**config.mk**
```make
export PLATFORM = sky130hd
export DESIGN_NAME = uart_tx_scheduler
export DESIGN_NICKNAME = d
export VERILOG_FILES = /design/src/rtl/uart_tx_scheduler.sv
export SDC_FILE = /design/constraint.sdc
export NUM_CORES = 1
export LEC_CHECK = 0
export ABC_AREA = 1
export ABC_CLOCK_PERIOD_IN_PS = 5450
export BUFFER_PORTS_ARGS = -buffer_cell sky130_fd_sc_hd__buf_2
export CAP_MARGIN = 25
export CORE_MARGIN = 10
export CORE_UTILIZATION = 50
export CTS_CLUSTER_SIZE = 25
export DETAILED_ROUTE_END_ITERATION = 6
export GPL_ROUTABILITY_DRIVEN = 0
export PLACE_DENSITY_LB_ADDON = 0.08
export SLEW_MARGIN = 10
export SYNTH_ARGS = -nofsm -noshare
export SYNTH_HDL_FRONTEND = slang
export SYNTH_SLANG_ARGS = --single-unit
```
**constraint.sdc**
```tcl
create_clock -name clk -period 5.45 [get_ports clk]
set_input_delay 0.545 -clock clk [delete_from_list [all_inputs] [get_ports clk]]
set_output_delay 0.545 -clock clk [all_outputs]
set_load 0.02 [all_outputs]
```
**src/rtl/uart_tx_scheduler.sv**
```systemverilog
// Byte FIFO in front of uart_tx: launches queued bytes one at a time and
// optionally holds the line idle for a fixed gap after each completed frame.
module uart_tx_scheduler #(
  parameter int DEPTH      = 8,
  parameter int ADDR_W     = 3,
  parameter int GAP_CYCLES = 0
) (
  input  logic              clk,
  input  logic              rst,
  input  logic              wr_en,
  input  logic [7:0]        wr_data,
  input  logic              clr_ovf,
  input  logic              tx_active,
  input  logic              tx_done,
  output logic              tx_dv,
  output logic [7:0]        tx_byte,
  output logic              full,
  output logic              empty,
  output logic [ADDR_W:0]   count,
  output logic              busy,
  output logic              overflow,
  output logic [15:0]       sent_count
);

  typedef enum logic [1:0] {
    IDLE      = 2'd0,
    SEND      = 2'd1,
    WAIT_DONE = 2'd2,
    GAP       = 2'd3
  } state_e;

  localparam logic [ADDR_W:0]   DEPTH_C  = (ADDR_W+1)'(DEPTH);
  localparam logic [ADDR_W:0]   CNT_ONE  = (ADDR_W+1)'(1);
  localparam logic [ADDR_W-1:0] PTR_ONE  = ADDR_W'(1);
  localparam logic [15:0]       GAP_LOAD = (GAP_CYCLES > 0) ? 16'(GAP_CYCLES - 1) : 16'd0;

  // Handshake with uart_tx: tx_byte is stable whenever tx_dv is high, tx_dv is
  // a single-cycle launch, and tx_done is honoured only in WAIT_DONE, so a done
  // pulse from a frame launched before a reset is ignored.
  state_e            state_q, state_d;
  logic [7:0]        mem_q [DEPTH];
  logic [ADDR_W-1:0] head_q, head_d;
  logic [ADDR_W-1:0] tail_q, tail_d;
  logic [ADDR_W:0]   count_q, count_d;
  logic [7:0]        tx_byte_q, tx_byte_d;
  logic              overflow_q, overflow_d;
  logic [15:0]       sent_q, sent_d;
  logic [15:0]       gap_q, gap_d;
  logic              push, pop, is_full;

  always_comb begin
    is_full    = (count_q == DEPTH_C);
    push       = wr_en && !is_full;
    tail_d     = push ? (tail_q + PTR_ONE) : tail_q;
    head_d     = pop ? (head_q + PTR_ONE) : head_q;
    count_d    = count_q;
    overflow_d = overflow_q;
    case ({push, pop})
      2'b10:   count_d = count_q + CNT_ONE;
      2'b01:   count_d = count_q - CNT_ONE;
      default: count_d = count_q;
    endcase
    // A dropped write in the same cycle as a clear leaves the flag set.
    if (wr_en && is_full) begin
      overflow_d = 1'b1;
    end else if (clr_ovf) begin
      overflow_d = 1'b0;
    end
  end

  always_comb begin
    state_d   = state_q;
    gap_d     = gap_q;
    tx_byte_d = tx_byte_q;
    sent_d    = sent_q;
    pop       = 1'b0;
    case (state_q)
      IDLE: begin
        if (count_q != '0 && !tx_active) begin
          pop       = 1'b1;
          tx_byte_d = mem_q[head_q];
          sent_d    = sent_q + 16'd1;
          state_d   = SEND;
        end
      end
      SEND: state_d = WAIT_DONE;
      WAIT_DONE: begin
        if (tx_done) begin
          if (GAP_CYCLES > 0) begin
            state_d = GAP;
            gap_d   = GAP_LOAD;
          end else begin
            state_d = IDLE;
          end
        end
      end
      GAP: begin
        if (gap_q == '0) begin
          state_d = IDLE;
        end else begin
          gap_d = gap_q - 16'd1;
        end
      end
      default: state_d = IDLE;
    endcase
  end

  always_ff @(posedge clk) begin
    if (rst) begin
      state_q    <= IDLE;
      head_q     <= '0;
      tail_q     <= '0;
      count_q    <= '0;
      tx_byte_q  <= '0;
      overflow_q <= 1'b0;
      sent_q     <= '0;
      gap_q      <= '0;
    end else begin
      state_q    <= state_d;
      head_q     <= head_d;
      tail_q     <= tail_d;
      count_q    <= count_d;
      tx_byte_q  <= tx_byte_d;
      overflow_q <= overflow_d;
      sent_q     <= sent_d;
      gap_q      <= gap_d;
    end
  end

  always_ff @(posedge clk) begin
    if (push && !rst) begin
      mem_q[tail_q] <= wr_data;
    end
  end

  assign tx_dv      = (state_q == SEND);
  assign tx_byte    = tx_byte_q;
  assign full       = is_full;
  assign empty      = (count_q == '0);
  assign count      = count_q;
  assign busy       = (state_q != IDLE) || (count_q != '0);
  assign overflow   = overflow_q;
  assign sent_count = sent_q;

endmodule

```
==> summary.txt, run 1 <==
Timing
  – Slew headroom: 0.466
  – Final Hold Vio Count: 0
  – Max Slew Vio Count: 0
  – Final Skew: around 6.3 ps
  – RSZ-0062 raised after global routing: no
  – Tightest Pin Transition: around 800 ps
  – FMAX: ~0.35 GHz
  – Tmin final: approximately 2900 ps
  – Fin Setup TNS: 0 ps
  – Period utilisation layout: 0.531
  – Fin Hold WS: 288 ps
  – Setup violators final: 0

Critical path
  – WP data arrival: roughly 3300 ps
  – CP max FO: 20
  – CP Launch Point: count[0]
  – Worst R2R Path Depth: 13
  – RR Endpoint: count[2]
  – Crit path required time: between 5000 and 6000 ps
  – CP endpoint: count[2]
  – Worst Setup Start Kind: register
  – R2r startpoint: count[0]
  – CP Class: reg -> reg
  – Reg2Reg Setup Slack: ~2600 ps
  – Setup crit end kind: register

Cells and area
  – Design Area, Final: 6190 µm²
  – Area Overhead vs Synth: 15.9%
  – Diode count: 0
  – Core Util, Final: 0.597
  – Share of layout cells above drive strength 1: 0.183
  – Nets: 668

Power
  – Pwr dens: around 430 nW/µm²
  – Pleak: 2.53 nW
  – VDD IR max: between 200 and 300 µV

Routing
  – Vias per inst: between 5 and 6
  – Pre-antenna DRT Iters: 4
  – Starting DRC count in detailed routing: ~260
  – DRC: 0
  – Final WL: approximately 11000 µm
  – Antenna Nets Post-Route: 0
  – Drt wl/cell: about 14 µm
  – Via count: 4134

Yosys
  – Synth cell types: 35
  – Yosys warning count: 0
  – Top cell type's share of synthesized area: 0.360
  – Top cells by count, synth: nor2_1 (120), nand2_1 (101), edfxtp_1 (64)
  – Top_reg_cell synth: edfxtp_1
  – Gate Count Post-Synth: about 600
  – Post-synth EDFFs: between 60 and 70
  – Synthesized flop and latch total: 117
  – Mapped Nets: 620
  – Fraction of registers with async set/reset: 0
  – Seq/Total Area, Yosys: 0.558
  – Most common cell in the netlist: nor2_1
  – Mean post-synth cell area: around 9 µm²
  – Biggest area consumer among synthesized cells: edfxtp_1
  – Netlist Area Pre-Place: between 5000 and 6000 µm²
  – Synth area leaders: edfxtp_1 (36%), dfxtp_1 (20%), nor2_1 (8.4%)

Clock tree
  – Num CTS Buffers: 17
  – H-tree depth: 4
  – CTS sink count: between 100 and 150
  – Setup Buffers After CTS: 0
  – Post-CTS Hold Fix Bufs: 0
  – CTS tree: done
  – Clock latency on the worst-skew pair: between 500 and 600 ps
  – CTS clk-pin slew, worst paths: ~50 ps
  – CTS root buf: clkbuf_8
  – CTS max path bufs: 2
  – CTS-repair resized insts: 0

Outcome
  – Status: complete, no violations

Global route
  – Initial antenna violation count: 0
  – Grt ovf: 0
  – Number of global-route vias before repair: 3941
  – First-pass GRT wire length: about 19000 µm
  – Largest net degree at the start of global routing: 37
  – GR Util All Layers: 0.155

Floorplanning
  – Die Area: between 15000 and 20000 µm²
  – Die Ht: roughly 120 µm
  – # IOs: between 40 and 50
  – # rows: 37
  – Core area: 10400 µm²
  – Starting Density: 0.515
  – Chip Width: around 120 µm

Flow run
  – Max_cap viols: 0

Placement
  – Dpl hpwl: between 7000 and 8000 µm
  – PortBufs: 46
  – Placed Area: about 5600 µm²

Min path
  – HP Class: in -> reg
worst max-delay path: stages (launching register included):
cell and delay [ps]:
dfxtp_1 370, nor2_1 160, nand3_1 100, nand2_1 590
inv_2 340, ha_1 320, nand2_1 100, inv_1 60
nor2_1 170, ha_1 180, a21oi_1 60, xnor2_1 140
o21ai_0 140, inv_1 50
metal layers:
| layer | vias up | routed length (µm) | GRT usage |
|---|---|---|---|
| met5 | - | 0 | 0 |
| met4 | 0 | 123 | 0.0619 |
| met3 | 9 | 644 | 0.0392 |
| met2 | 102 | 5570 | 0.257 |
| met1 | 1941 | 5140 | 0.190 |
| li1 | 2082 | - | - |
cells in the final DEF, fill, tap and decap left out, types with 11 or more instances in the layout:
cell       count
a21oi_2       12
nor2_1       120
dfxtp_1       53
nand2_1      101
inv_1         39
buf_2         49
nor3_1        11
clkbuf_16     16
a21oi_1       25
nand3_1       42
edfxtp_1      64
nand2_2       13
o21ai_0       45
where the power goes:
part           total (mW)  internal [mW]  switching [mW]
clock network       0.998          0.640           0.358
logic               0.580          0.179           0.401
registers            1.06          0.992          0.0643
total                2.63           1.81           0.823
worst min path at each step:
stage / startpoint / endpoint / slack, ps / depth (start not counted)
6_report: clr_ovf / overflow / 290 / 4
5_1_grt: tx_done / state_q[1] / 300 / 3
4_1_cts: clr_ovf / overflow / 270 / 4
3_5_place_dp: overflow / overflow / 460 / 2
3_3_place_gp: overflow / overflow / 450 / 2
2_1_floorplan: gap_q[15] / gap_q[15] / 460 / 2
registers in the layout, indices dropped and copies added, names as in the netlist:
register and cells:
count 4, gap_q 16, head_q 3, mem_q 64
overflow 1, sent_count 16, state_q 2, tail_q 3
tx_byte 8
area by class of cell:
type                       instances  area, µm²
multi-input combinational        415       2060
clock inverter                     4       20.0
timing repair buffer              51        260
tap                              136        170
sequential                       117       2980
fill                             912       4180
clock buffer                      28        526
inverter                          45        169
logic make-up (layout without fill, tap and decap cells):
| logic type | count (synthesis) | in the layout | share of synthesized area |
|---|---|---|---|
| AOI/OAI and AO/OA | 89 | 89 | 0.0955 |
| xor gates and xnor gates | 10 | 10 | 0.0164 |
| adders and majority gates | 7 | 7 | 0.0164 |
| buffers and inverters | 67 | 128 | 0.0557 |
| DFF | 117 | 117 | 0.558 |
| and+or+nand+nor | 309 | 309 | 0.258 |
metrics by stage:
step | total power, mW | setup slack, ps | instances
3_5_place_dp | 1.66 | 2380 | 764
4_1_cts | 2.66 | 2510 | 796
2_1_floorplan | 1.50 | 3340 | 599
3_3_place_gp | 1.65 | 2540 | 761
6_report | 2.63 | 2550 | 796
5_1_grt | 2.78 | 2080 | 796
(Power assumes the default switching activity.)
==> inputs of run 2 (changes only) <==
--- a/config.mk
+++ b/config.mk
@@ -6,7 +6,7 @@
 export NUM_CORES = 1
 export LEC_CHECK = 0
 export ABC_AREA = 1
-export ABC_CLOCK_PERIOD_IN_PS = 5450
+export ABC_CLOCK_PERIOD_IN_PS = 2750
 export BUFFER_PORTS_ARGS = -buffer_cell sky130_fd_sc_hd__buf_2
 export CAP_MARGIN = 25
 export CORE_MARGIN = 10
==> constraint.sdc (replaced) <==
create_clock -name clk -period 2.75 [get_ports clk]
set_input_delay 0.275 -clock clk [delete_from_list [all_inputs] [get_ports clk]]
set_output_delay 0.275 -clock clk [all_outputs]
set_load 0.02 [all_outputs]
==> run 2 against run 1 <==
  * First-iteration DRC count shrank 11%
  * Setup slack lost 1900 ps
  * Clock skew shrank 0.99 ps
  * Final cell count grew 0.75%
  * Count of clock-buffer cells in the layout shrank 11
  * Maximum frequency grew 38%
  * Total power grew 95%
  * Via count shrank 1.6%
==> summary.txt, run 2 (synthesis results as in run 1) <==
Timing
  – Setup violators final: 0
  – Tightest Pin Transition: between 700 and 800 ps
  – FMAX: 0.476 GHz
  – Fin Hold WS: ~32 ps
  – Final Hold Vio Count: 0
  – RSZ-0062 raised after global routing: no
  – Tmin final: approximately 2100 ps
  – Max Slew Vio Count: 0
  – Final Skew: between 5 and 6 ps
  – Slew headroom: 0.489
  – Fin Setup TNS: 0 ps
  – Period utilisation layout: 0.764

Floorplanning
  – # rows: 37
  – Chip Width: roughly 120 µm
  – Die Ht: about 120 µm
  – # IOs: 47
  – Die Area: roughly 15000 µm²
  – Core area: between 10000 and 15000 µm²
  – Starting Density: 0.515

Cells and area
  – Area Overhead vs Synth: 16.2%
  – Diode count: 0
  – Design Area, Final: 6210 µm²
  – Nets: roughly 670
  – Fin cells: around 800
  – Leading cell type in the layout, fill and taps excluded: nor2_1
  – Fillcell total: around 920
  – Commonest non-fill, non-tap cells in the layout: nor2_1 (120), nand2_1 (101), edfxtp_1 (64)
  – Max reg flops: 64
  – Largest Register: mem_q
  – Share of layout cells above drive strength 1: 0.185

Min path
  – HP Class: in -> reg
  – HP Start: tx_done
  – Hold EP: state_q[1]
  – Worst Hold Depth: 3

Critical path
  – Worst R2R Path Depth: 12
  – CP max FO: 9
  – CP bufs+invs: 2
  – Worst path slowest cell: dfxtp_1
  – Reg2Reg Setup Slack: between 600 and 700 ps
  – Crit path required time: between 3000 and 4000 ps
  – Crit path cell chain: nor2_1, nand3_1, nand2_1, ha_1, nand2_1, inv_1, nor2_1, ha_1, a21oi_1, xnor2_1, o21ai_0, inv_1
  – R2r startpoint: count[0]
  – Worst Setup Start Kind: register
  – RR Endpoint: count[2]
  – CP Class: reg -> reg
  – WP data arrival: around 2500 ps
  – Setup crit end kind: register
  – Top Family by Delay on Critical Path: simple AND/OR/NAND/NOR gates
  – Worst path max stage delay: about 430 ps

Placement
  – Dpl hpwl: between 7000 and 8000 µm
  – Placed Area: about 5700 µm²
  – PortBufs: between 40 and 50
  – Placed cell count: between 700 and 800

Clock tree
  – CTS sink count: 117
  – Setup Buffers After CTS: 0
  – H-tree depth: 4
  – CTS clk-pin slew, worst paths: 50 ps
  – CTS tree: done
  – Clock latency on the worst-skew pair: 510 ps
  – CTS max path bufs: 2
  – CTS root buf: clkbuf_8
  – Num CTS Buffers: 17

Outcome
  – Status: complete, no violations

Routing
  – Pre-antenna DRT Iters: 5
  – DRC: 0
  – Vias per inst: a little over 5
  – Drt wl/cell: between 10 and 15 µm
  – Via count: between 4000 and 5000
  – Starting DRC count in detailed routing: around 230
  – Final WL: 11400 µm
  – Antenna Nets Post-Route: 0

Global route
  – First-pass GRT wire length: 18700 µm
  – Initial antenna violation count: 0
  – Grt ovf: 0
  – Number of global-route vias before repair: around 4000
  – GR Util All Layers: 0.159
  – Largest net degree at the start of global routing: 37

Power
  – Total power: 5.15 mW
  – Pwr dens: ~830 nW/µm²
  – VDD IR max: ~550 µV
  – Pleak: about 2.5 nW

Flow run
  – Max_cap viols: 0
run 2: layout make-up:
| class | instances | area [µm²] | share of cell area |
|---|---|---|---|
| Sequential cell | 117 | 2980 | 0.480 |
| Tap cell | 136 | 170 | 0.0274 |
| Timing Repair Buffer | 57 | 315 | 0.0508 |
| Inverter | 45 | 169 | 0.0272 |
| Multi-Input combinational cell | 415 | 2060 | 0.332 |
| Clock buffer | 17 | 414 | 0.0667 |
| Clock inverter | 15 | 96.3 | 0.0155 |
run 2: stage by stage:
stage               setup WS [ps]  utilization
floorplan                     638            -
global placement              796        0.549
detailed placement            656        0.549
CTS                           639        0.599
global route                  373        0.599
finish                        648        0.599
run 2: layer usage:
metal	wire length, µm	vias to the layer above	GRT usage	part of all wire
met5	0	-	0	0
met4	104	0	0.0728	0.0091
met3	552	12	0.0469	0.049
met1	5180	1867	0.193	0.45
li1	-	2098	-	-
met2	5550	89	0.255	0.49
run 2: worst max path at each step:
stage	startpoint	endpoint	slack, ps	cells past startpoint
6_report	count[0]	count[2]	650	12
5_1_grt	count[0]	count[2]	370	12
4_1_cts	count[0]	count[2]	640	12
3_5_place_dp	count[0]	count[2]	660	12
3_3_place_gp	count[0]	count[2]	800	12
2_1_floorplan	count[0]	count[2]	640	14
run 2: worst min-delay path, delay by kind of cell:
kind / cells / cell delay (ps)
buffers and inverters: 1 / 80
AOI/OAI and AO/OA: 2 / 140
run 2: report_power, final:
part,internal [mW],switching [mW]
combinational,0.385,0.846
sequential,1.97,0.0864
clock,1.16,0.705
total,3.51,1.64
run 2: repair_timing:
action / 4_1_cts / 5_1_grt
hold buffers: 1 / 0
gates resized for setup: 0 / 0
endpoints found under the hold margin: 1 / 0
